### src/rtl/controle_servo_multi.sv
// Multi-channel hobby-servo PWM generator.
// A single period counter is shared by all channels. Each channel holds a
// target width (alvo) and a current width (atual) that slews toward the
// target once per period. Inputs are sampled only on the last cycle of a
// period, so a pulse already in progress never changes shape.
module controle_servo_multi #(
  parameter int N_CANAIS       = 4,
  parameter int W_POS          = 8,
  parameter int CONF_PERIODO   = 1_000_000,
  parameter int LARGURA_MIN    = 50_000,
  parameter int LARGURA_MAX    = 100_000,
  parameter int LARGURA_CENTRO = 75_000,
  parameter int PASSO          = 1_000
) (
  input  logic                      clock,
  input  logic                      reset,
  input  logic [N_CANAIS*W_POS-1:0] posicao,
  input  logic [N_CANAIS-1:0]       habilita,
  output logic [N_CANAIS-1:0]       controle,
  output logic [N_CANAIS-1:0]       db_controle,
  output logic [N_CANAIS-1:0]       pronto,
  output logic                      inicio_periodo
);

  localparam int W_CNT  = (CONF_PERIODO > 1) ? $clog2(CONF_PERIODO) : 1;
  localparam int W_PROD = W_POS + W_CNT;

  localparam logic [W_CNT-1:0] C_ULTIMO = W_CNT'(CONF_PERIODO - 1);
  localparam logic [W_CNT-1:0] C_MIN    = W_CNT'(LARGURA_MIN);
  localparam logic [W_CNT-1:0] C_MAX    = W_CNT'(LARGURA_MAX);
  localparam logic [W_CNT-1:0] C_CENTRO = W_CNT'(LARGURA_CENTRO);
  localparam logic [W_CNT-1:0] C_FAIXA  = W_CNT'(LARGURA_MAX - LARGURA_MIN);

  // A step at least as large as the period can never limit anything, so it
  // behaves exactly like "no slew limit" and keeps C_PASSO within W_CNT bits.
  localparam bit               PASSO_LIVRE = (PASSO == 0) || (PASSO >= CONF_PERIODO);
  localparam logic [W_CNT-1:0] C_PASSO     = W_CNT'(PASSO_LIVRE ? 0 : PASSO);

  localparam logic [W_POS-1:0] C_CODIGO_MAX = '1;

  logic [W_CNT-1:0] r_contador;
  logic             w_fim_periodo;

  assign w_fim_periodo  = (r_contador == C_ULTIMO);
  assign inicio_periodo = ~reset & (r_contador == '0);

  // Shared period counter: 0 .. CONF_PERIODO-1, then wraps.
  always_ff @(posedge clock or posedge reset) begin
    if (reset) begin
      r_contador <= '0;
    end else begin
      // NOTE: sequential state uses <= so every flop sees pre-edge values.
      r_contador <= w_fim_periodo ? '0 : r_contador + 1'b1;
    end
  end

  for (genvar g = 0; g < N_CANAIS; g++) begin : g_canal
    logic [W_POS-1:0]  w_codigo;
    logic [W_PROD-1:0] w_prod;
    logic [W_CNT-1:0]  w_alvo_novo;
    logic [W_CNT-1:0]  w_diff;
    logic [W_CNT-1:0]  w_atual_novo;
    logic [W_CNT-1:0]  r_atual;
    logic [W_CNT-1:0]  r_alvo;
    logic              r_hab;

    assign w_codigo = posicao[g*W_POS +: W_POS];

    // Code-to-width mapping; the product is kept at full width before the shift.
    assign w_prod      = W_PROD'(w_codigo) * W_PROD'(C_FAIXA);
    assign w_alvo_novo = (w_codigo == C_CODIGO_MAX) ? C_MAX
                                                    : C_MIN + W_CNT'(w_prod >> W_POS);

    // Slew limiter: step toward the new target, landing on it when within one step.
    always_comb begin
      // NOTE: defaults first so no path leaves a variable unassigned (no latch).
      w_atual_novo = w_alvo_novo;
      w_diff       = '0;
      if (w_alvo_novo > r_atual) begin
        w_diff = w_alvo_novo - r_atual;
        if (!PASSO_LIVRE && (w_diff > C_PASSO)) w_atual_novo = r_atual + C_PASSO;
      end else begin
        w_diff = r_atual - w_alvo_novo;
        if (!PASSO_LIVRE && (w_diff > C_PASSO)) w_atual_novo = r_atual - C_PASSO;
      end
    end

    // Per-channel state, updated only on the last cycle of each period.
    always_ff @(posedge clock or posedge reset) begin
      if (reset) begin
        r_atual <= C_CENTRO;
        r_alvo  <= C_CENTRO;
        r_hab   <= 1'b0;
      end else if (w_fim_periodo) begin
        r_atual <= w_atual_novo;
        r_alvo  <= w_alvo_novo;
        r_hab   <= habilita[g];
      end
    end

    assign controle[g] = r_hab & (r_contador < r_atual);
    assign pronto[g]   = (r_atual == r_alvo);
  end

  assign db_controle = controle;

endmodule

### config.mk
export PLATFORM = sky130hd
export DESIGN_NAME = controle_servo_multi
export DESIGN_NICKNAME = d
export VERILOG_FILES = /design/src/rtl/controle_servo_multi.sv
export SDC_FILE = /design/constraint.sdc
export NUM_CORES = 1
export LEC_CHECK = 0
export ABC_AREA = 1
export CAP_MARGIN = 10
export CORE_ASPECT_RATIO = 0.6
export CORE_MARGIN = 2
export CORE_UTILIZATION = 61
export CTS_BUF_LIST = sky130_fd_sc_hd__clkbuf_4
export DETAILED_ROUTE_END_ITERATION = 7
export PLACE_DENSITY = 0.88
export SLEW_MARGIN = 15
export SYNTH_ARGS = -nofsm -noshare
export SYNTH_HDL_FRONTEND = slang
export SYNTH_SLANG_ARGS = --single-unit
### constraint.sdc
create_clock -name clock -period 8.45 [get_ports clock]
set_clock_uncertainty 0.15 [all_clocks]
set_input_delay 1.69 -clock clock [delete_from_list [all_inputs] [get_ports clock]]
set_output_delay 1.69 -clock clock [all_outputs]
set_load 0.01 [all_outputs]
* Word level (Yosys, flattened, before mapping) *
Cells that the tools add are included.

word-level totals
  bits of input ports = 38
  bits in registers = 184
  word-level logic and storage cells = 87

cells by class
  $lt $le $gt $ge = 16
  bitwise logic cells = 6
  eq/ne operators = 9
  multiply operators = 4
  reductions and logical operators = 1
  muxes and demuxes = 17
  add/sub/neg operators = 21

operators by type and width
  operator                                                                            count
  20-bit two-way mux                                                                  13
  20-bit by 10-bit greater-than comparator with 1-bit output (second input constant)  8
  20-bit by 10-bit adder with 20-bit output (second input constant)                   4
  20-bit == test                                                                      4
  17-bit by 20-bit greater-than comparator with 1-bit output                          4
  20-bit < comparator                                                                 4
  8-bit by 12-bit multiplier with 20-bit output (second input constant)               4
  17-bit by 20-bit subtractor with 20-bit output                                      4
  20-bit by 10-bit subtractor with 20-bit output (second input constant)              4
  20-bit by 17-bit subtractor with 20-bit output                                      4
  16-bit by 16-bit adder with 17-bit output (first input constant)                    4
  17-bit two-way mux                                                                  4
  8-bit == test (second input constant)                                               4
  20-bit by 1-bit adder with 20-bit output (second input constant)                    1
  20-bit == test (second input constant)                                              1
  20-bit zero test                                                                    1
  1-bit bitwise AND                                                                   5
  1-bit inverter                                                                      1

* Longest topological paths before layout *
Gate-level depths: netlist of run 1.

  word-level depth = 7
  mapped depth = 45
  depth with buffers taken out = 45

* Least setup slack after synthesis of run 1 *
OpenSTA, ideal clock, no wires.

  path type = in2out
  from = in reset
  to = out inicio_periodo
  stages = 3
  slack = 0.659 ns
  data required time = 6.610 ns
  arrival = 5.951 ns
  cells stage by stage = inv_1 > nand3_1 > nor4_1

between the ends
  word-level cells in the longest chain between the ends = 2

RTL lines
  element             RTL line  RTL
  start: declaration  16        input logic reset,
  1-bit inverter      45        assign inicio_periodo = ~reset & (r_contador == '0);
  1-bit bitwise AND   45
  end: declaration    22        output logic inicio_periodo

No other way between the ends.

* Worst setup path after layout of run 1 *
  from = in posicao[12]
  to = reg g_canal[1].r_atual[2]

between the ends
  word-level cells in the longest chain between the ends = 7
  elaborated cells between the ends (all ways) = 12

RTL lines
  element                                                                                                                  RTL line  RTL
  start: declaration                                                                                                       17        input logic [N_CANAIS*W_POS-1:0] posicao,
  8-bit by 12-bit multiplier with 20-bit output                                                                            70        assign w_prod = W_PROD'(w_codigo) * W_PROD'(C_FAIXA);
  16-bit by 16-bit adder with 17-bit output                                                                                72        : C_MIN + W_CNT'(w_prod >> W_POS);
  17-bit two-way mux *                                                                                                     71        assign w_alvo_novo = (w_codigo == C_CODIGO_MAX) ? C_MAX
  named net g_canal[1].w_alvo_novo[10]                                                                                     60        logic [W_CNT-1:0] w_alvo_novo;
  20-bit by 17-bit subtractor with 20-bit output / 17-bit by 20-bit subtractor with 20-bit output (equally long branches)  83, 80
  20-bit by 10-bit greater-than comparator with 1-bit output, on equally long branches                                     84, 81
  20-bit two-way mux, on equally long branches                                                                             84, 81
  20-bit two-way mux *                                                                                                     79        if (w_alvo_novo > r_atual) begin
  end signal: assignment                                                                                                   95        r_atual <= w_atual_novo;
  end: declaration                                                                                                         63        logic [W_CNT-1:0] r_atual;

The timed path passes the listed nets; every way through them passes the cells marked *.
A chain may end at the register's enable or synchronous reset.

==> run summary, run 1 <==
### Place
• number of buffer cells added on primary ports: 50
• GP Congestion: 1.02
• placed wire-length estimate: 77.0 mm
• # placed instances: 5210

### Logic synthesis
• mean instance size in the synthesized netlist: 6.58 um2
• predominant post-synthesis flop cell: sky130_fd_sc_hd__dfrtp_1
• post-synthesis instance area: 28400 um2
• distinct cell type count of the synthesized netlist: 58
• top cells by count, synth: 978 x sky130_fd_sc_hd__nand2_1, 598 x sky130_fd_sc_hd__inv_1, 427 x sky130_fd_sc_hd__ha_1
• largest cells by area after synthesis: sky130_fd_sc_hd__ha_1 19%, sky130_fd_sc_hd__nand2_1 13%, sky130_fd_sc_hd__dfrtp_1 9.5%
• #FFs+latches synth: 172
• number of warning messages in the yosys log: 0
• fraction of synthesis flops using an asynchronous set or reset pin: 1.00
• number of enable-type register cells in the synthesized netlist: 0
• most repeated cell in the gate-level netlist after synthesis: sky130_fd_sc_hd__nand2_1
• fraction of post-synthesis cell area in the top cell type by area: 0.188
• Syn Inst Count: 4314
• proportion of synthesized chip area in sequential cells: 0.154
• cell taking the most area after synthesis: sky130_fd_sc_hd__ha_1
• synthesized net count: 4831

### Critical path
• start point of the critical path: posicao[12]
• maximum fanout along the worst path: 6
• Setup Crit Path Kind: primary input to register
• startpoint of the most critical register-to-register path: g_canal[1].r_atual[0]$_DFFE_PP0P_
• startpoint type of the worst setup path: primary input
• endpoint type of the worst setup path: register
• data arrival time at the worst-slack endpoint: 8.50 ns
• required time reported for the critical path endpoint: 8.84 ns
• delay of the slowest cell on the worst path: 0.56 ns
• slowest cell on the critical path: sky130_fd_sc_hd__clkdlybuf4s50_1

### Power and ir drop
• Pwr per Cell Area: 307 nW/um2
• Switching Fraction: 0.559
• worst voltage drop across the vdd grid: 0.314 mV
• internal power contribution: 0.00435 W
• clock network power share: 0.054
• net switching power: 0.00553 W
• LEAKAGE: 18.1 nW
• Comb power frac: 0.862
• Seq pwr share: 0.084

### Floorplanning
• height of the die: 171 um
• floorplan die area: 48300 um2
• Die Span X: 282 um
• Initial Util: 0.616
• placeable core region: 46100 um2
• row count: 61
• total I/O pin count: 51

### Timing
• final number of setup-violating endpoints: 0
• Max Clk Rate: 123 MHz
• minimum period implied by the final worst setup slack: 8.11 ns
• transition at the pin with the smallest max-transition slack: 0.984 ns
• final hold violation count: 0
• final max-slew violation count: 0
• Post-Route Hold Slack: 0.338 ns
• Max-slew headroom: 0.344
• period utilisation layout: 0.960

### Cells and area
• area used by multi-input combinational logic: 21300 um2
• non-filler instance count after layout: 5250
• layout cell share with drive strength beyond 1: 0.133
• Area Overhead vs Synth: 13.4%
• final net count: 5123
• area of all sequential standard cells: 4380 um2
• # fillers: 3906

### Global route
• global-route congestion overflow total: 0
• number of global-route vias before repair: 27975
• global-route wire length before repair: 148 mm
• pin count of the biggest net entering global routing: 84
• antenna violations before repair: 3
• global-route usage over all layers: 0.384

### Detailed routing
• vias post-DR: 31001
• 1st-pass router iterations: 8
• DRT iter0 DRCs: 4503
• DRC errors left: 0
• Antenna Nets Post-Route: 0
• per-cell routed wire length: 17.9 um
• number of vias per cell: 5.90
• total wire length: 93.9 mm

### Clock tree
• TritonCTS clock tree: built
• maximum buffer depth of the clock tree: 2
• clk sink count: 172
• number of buffers created by CTS: 17
• clock insertion delay at the later pin of the skew report: 0.66 ns
• number of H-tree levels: 4
• count of hold-fix buffers inserted at cts: 0
• clock-pin transition on the worst setup and hold timing paths: 0.17 ns
• root buffer cell: sky130_fd_sc_hd__clkbuf_4

### Job
• total of max-cap violations: 0

### Hold path
• startpoint of the most critical hold path: r_contador[0]$_DFF_PP0_
• class of the tightest hold or removal check: register to register

### Outcome
• status: complete, no violations

layout make-up:
| cell class | instances | area share |
|---|---|---|
| inverters | 613 | 0.0718 |
| multi-input cells | 3411 | 0.663 |
| repair buffers | 391 | 0.0952 |
| clock inverters | 15 | 0.00556 |
| diodes | 1 | 0.0000778 |
| flip-flops and latches | 172 | 0.136 |
| well taps | 630 | 0.0245 |
| clock buffers | 17 | 0.00397 |
flip-flops by register name, indices dropped and copies added (netlist names):
name and flops:
g_canal.r_atual 80, g_canal.r_alvo 68, g_canal.r_hab 4, r_contador 20
repair_timing:
| action | in CTS | in global routing |
|---|---|---|
| resized for setup | 0 | 39 |
| endpoints found under the setup margin | 0 | 60 |
| hold endpoints to repair | 0 | 0 |
| setup buffers | 0 | 7 |
routing by layer:
| layer | GRT usage | part of all wire |
|---|---|---|
| met3 | 0.113 | 0.14 |
| met1 | 0.596 | 0.46 |
| met5 | 0 | 0.00022 |
| met2 | 0.514 | 0.38 |
| met4 | 0.0750 | 0.017 |
power groups by stage:
stage / Clock, W / Combinational, W / Sequential [W]
floorplan: 0 / 0.00518 / 0.000842
global placement: 0 / 0.00798 / 0.000842
detailed placement: 0 / 0.00808 / 0.000842
CTS: 0.000534 / 0.00814 / 0.000829
global route: 0.000566 / 0.00933 / 0.000829
finish: 0.000536 / 0.00852 / 0.000829
critical path: cells and delay by family:
family	cells	cell delay (ns)
and+or+nand+nor	14	2.05
buffers and inverters	8	1.21
xor gates and xnor gates	1	0.20
adders and majority gates	7	2.33
AOI/OAI and AO/OA	7	1.00
layout by cell type, fill, tap and decap left out, drive strengths merged, types with 20 or more instances in the layout:
| cell | Yosys | layout |
|---|---|---|
| nand4 | 89 | 89 |
| nand2 | 1017 | 1017 |
| xnor2 | 30 | 30 |
| o22ai | 20 | 20 |
| buf | 35 | 341 |
| inv | 608 | 614 |
| clkdlybuf4s50 | 0 | 50 |
| nand3b | 24 | 24 |
| nand3 | 335 | 335 |
| o21ai | 227 | 227 |
| dfstp | 64 | 64 |
| fa | 52 | 52 |
| dfrtp | 108 | 108 |
| or2 | 21 | 21 |
| nor3 | 90 | 90 |
| xor2 | 195 | 195 |
| nor4 | 29 | 29 |
| ha | 427 | 427 |
| a21oi | 314 | 314 |
| nor2 | 414 | 414 |
path summary, 6_finish.rpt:
| check | endpoint | slack [ns] | cells after the start |
|---|---|---|---|
| min in group asynchronous | g_canal[3].r_atual[11]$_DFFE_PP0N_ | 1.26 | 2 |
| worst min-delay path | r_contador[0]$_DFF_PP0_ | 0.34 | 1 |
| worst min register to register | r_contador[0]$_DFF_PP0_ | 0.34 | 1 |
| worst max-delay path | g_canal[1].r_atual[2]$_DFFE_PP0P_ | 0.34 | 37 |
| worst max register to register | g_canal[1].r_atual[2]$_DFFE_PP0P_ | 4.50 | 17 |
| max in group asynchronous | r_contador[5]$_DFF_PP0_ | 5.55 | 3 |
kinds of logic (layout without fill, tap and decap cells):
logic type | Yosys count | after routing | synth area share
fa+ha+maj | 479 | 479 | 0.225
flops | 172 | 172 | 0.154
xor+xnor | 225 | 225 | 0.0707
other cells | 0 | 1 | 0
simple gates | 2036 | 2036 | 0.316
compound gates | 671 | 671 | 0.134
buf+inv | 731 | 1036 | 0.100
per-stage QoR:
| step | instance area, um2 | TNS [ns] | power (W) | setup WS, ns | util |
|---|---|---|---|---|---|
| floorplan | 28400 | 0 | 0.00602 | 0.659 | - |
| global placement | 31700 | -5.70 | 0.00882 | -0.260 | 0.687 |
| detailed placement | 31700 | -13.44 | 0.00893 | -0.374 | 0.687 |
| CTS | 32000 | 0 | 0.00950 | 0.291 | 0.693 |
| global route | 32200 | -0.0363 | 0.0107 | -0.0180 | 0.698 |
| finish | 32200 | 0 | 0.00988 | 0.341 | 0.698 |
(Power assumes the default switching activity.)
==> inputs of run 2 (changes only) <==
--- a/config.mk
+++ b/config.mk
@@ -12,7 +12,7 @@
 export CORE_UTILIZATION = 61
 export CTS_BUF_LIST = sky130_fd_sc_hd__clkbuf_4
 export DETAILED_ROUTE_END_ITERATION = 7
-export PLACE_DENSITY = 0.88
+export PLACE_DENSITY = 0.78
 export SLEW_MARGIN = 15
 export SYNTH_ARGS = -nofsm -noshare
 export SYNTH_HDL_FRONTEND = slang
==> run 2 against run 1 <==
Combinational power is essentially flat. Clock-buffer cell count grew 1. Register-to-register slack lost 0.06 ns. Sequential cell count is the same. Sequential share of layout area is essentially flat. Total power grew 0.42%. Largest cell class unchanged. Highest routed layer is now met4.
==> run summary, run 2 (synthesis gave the netlist of run 1 again) <==
### Critical path
• buffering stage count on the worst path with inverters included: 7
• endpoint type of the worst setup path: register
• number of cells traversed by the worst register-to-register path: 18
• cell class contributing the biggest share of worst-path delay: adder cells
• delay of the slowest cell on the worst path: 0.53 ns
• maximum fanout along the worst path: 6
• required time reported for the critical path endpoint: 8.89 ns
• startpoint type of the worst setup path: primary input
• end of the worst register-to-register path: g_canal[0].r_atual[3]$_DFFE_PP1N_
• slowest cell on the critical path: sky130_fd_sc_hd__clkdlybuf4s50_1
• startpoint of the most critical register-to-register path: g_canal[0].r_atual[0]$_DFFE_PP0P_
• Setup Crit Path Kind: primary input to register
• reg2reg setup slack: 4.44 ns
• data arrival time at the worst-slack endpoint: 8.49 ns

### Cells and area
• top library cells by usage in the layout, fill and taps aside: 977 x sky130_fd_sc_hd__nand2_1, 596 x sky130_fd_sc_hd__inv_1, 425 x sky130_fd_sc_hd__ha_1, 392 x sky130_fd_sc_hd__nor2_1, 344 x sky130_fd_sc_hd__buf_4
• layout cell share with drive strength beyond 1: 0.132
• area of all sequential standard cells: 4380 um2
• area used by multi-input combinational logic: 21200 um2
• finished layout cell area: 32200 um2
• largest registers in the final layout: g_canal.r_atual x80, g_canal.r_alvo x68, r_contador x20
• Area Overhead vs Synth: 13.3%
• commonest non-fill, non-tap cell in the layout: sky130_fd_sc_hd__nand2_1
• final net count: 5128
• largest reg by FF count: g_canal.r_atual
• # fillers: 4134
• max reg flops: 80

### Power and ir drop
• Pwr per Cell Area: 309 nW/um2
• worst voltage drop across the vdd grid: 0.401 mV
• LEAKAGE: 18.1 nW
• overall power after layout: 0.00992 W

### Detailed routing
• vias post-DR: 30595
• DRC errors left: 0
• per-cell routed wire length: 17.8 um
• Antenna Nets Post-Route: 0
• total wire length: 93.8 mm
• DRT iter0 DRCs: 3986
• 1st-pass router iterations: 8
• number of vias per cell: 5.82

### Floorplanning
• Die Span X: 282 um
• floorplan die area: 48300 um2
• total I/O pin count: 51
• Initial Util: 0.616
• placeable core region: 46100 um2
• row count: 61
• height of the die: 171 um

### Clock tree
• count of hold-fix buffers inserted at cts: 0
• clock-pin transition on the worst setup and hold timing paths: 0.15 ns
• number of H-tree levels: 4
• clk sink count: 172
• root buffer cell: sky130_fd_sc_hd__clkbuf_4
• TritonCTS clock tree: built
• number of buffers created by CTS: 17
• number of buffers added for setup after CTS: 0
• clock insertion delay at the later pin of the skew report: 0.67 ns
• maximum buffer depth of the clock tree: 2

### Timing
• final hold violation count: 0
• period utilisation layout: 0.953
• transition at the pin with the smallest max-transition slack: 1.15 ns
• setup ws final: 0.398 ns
• final number of setup-violating endpoints: 0
• Max Clk Rate: 124 MHz
• minimum period implied by the final worst setup slack: 8.05 ns
• Max-slew headroom: 0.235
• final max-slew violation count: 0

### Global route
• global-route usage over all layers: 0.385
• global-route wire length before repair: 147 mm
• number of global-route vias before repair: 26828
• pin count of the biggest net entering global routing: 117
• antenna violations before repair: 1
• global-route congestion overflow total: 0

### Place
• GP Congestion: 1.03
• number of buffer cells added on primary ports: 50
• worst setup slack after placement: -0.217 ns
• standard cell area after detailed placement: 31800 um2
• placed wire-length estimate: 76.8 mm

### Hold path
• terminating pin of the worst hold path: r_contador[0]$_DFF_PP0_
• startpoint of the most critical hold path: r_contador[0]$_DFF_PP0_
• class of the tightest hold or removal check: register to register
• hold path depth: 1

### Outcome
• status: complete, no violations

### Job
• total of max-cap violations: 0

## run 2: cell types whose count changed in the layout (fill, tap and decap cells not counted), sizes merged
| cell | previous run | this run |
|---|---|---|
| clkinvlp | 3 | 1 |
| clkbuf | 17 | 18 |
| bufinv | 1 | 3 |
| buf | 341 | 346 |
| inv | 614 | 613 |
## run 2: repair_timing
item,in CTS,in global routing
gates resized for setup,0,22
hold endpoints to repair,0,0
endpoints found under the setup margin,0,69
## run 2: per-stage QoR
stage               hold WS, ns  TNS [ns]  std cells  utilization
finish                    0.319         0       5255        0.698
global route              0.343  -0.00520       5255        0.698
CTS                       0.319         0       5254        0.696
detailed placement        0.299     -5.50       5222        0.689
global placement          0.298     -1.14       5222        0.689
floorplan                 0.282         0       4314            -
## run 2: layer usage
layer	wire length [um]	track usage	part of all wire
met4	1220	0.0591	0.013
met2	33400	0.481	0.36
met5	0	0	0
met1	45500	0.624	0.49
met3	13600	0.125	0.15
## run 2: worst register-to-register path, delay by kind of cell, from the launching register on
family	cells	cell delay, ns
buffers and inverters	2	0.38
AND/OR/NAND/NOR	9	1.28
adder cells (fa/ha/maj)	2	0.73
flip-flops	1	0.51
AO/OA/AOI/OAI	5	0.88
## run 2: final cells by class
class,count,share of cell area
multi-input cells,3411,0.660
flip-flops and latches,172,0.136
repair buffers,396,0.0968
inverters,613,0.0718
well taps,630,0.0245
clock inverters,14,0.00572
clock buffers,18,0.00420
diodes,1,0.0000778
## run 2: how the worst max path moves through the flow
| stage | slack, ns | to | depth (start not counted) | from |
|---|---|---|---|---|
| after detailed placement | -0.22 | g_canal[3].r_atual[14]$_DFFE_PP0N_ | 43 | posicao[28] |
| after floorplan | 0.66 | inicio_periodo | 3 | reset |
| final | 0.40 | g_canal[0].r_atual[3]$_DFFE_PP1N_ | 34 | posicao[4] |
| after global placement | -0.09 | g_canal[0].r_atual[1]$_DFFE_PP0P_ | 34 | posicao[4] |
| after global routing | -0.005 | g_canal[3].r_atual[14]$_DFFE_PP0N_ | 39 | posicao[28] |
| after CTS | 0.46 | g_canal[3].r_atual[14]$_DFFE_PP0N_ | 41 | posicao[28] |
## run 2: where the power goes
part	internal [W]	switching (W)
Sequential	0.000827	0.00000128
Combinational	0.00334	0.00519
Clock	0.000216	0.000353
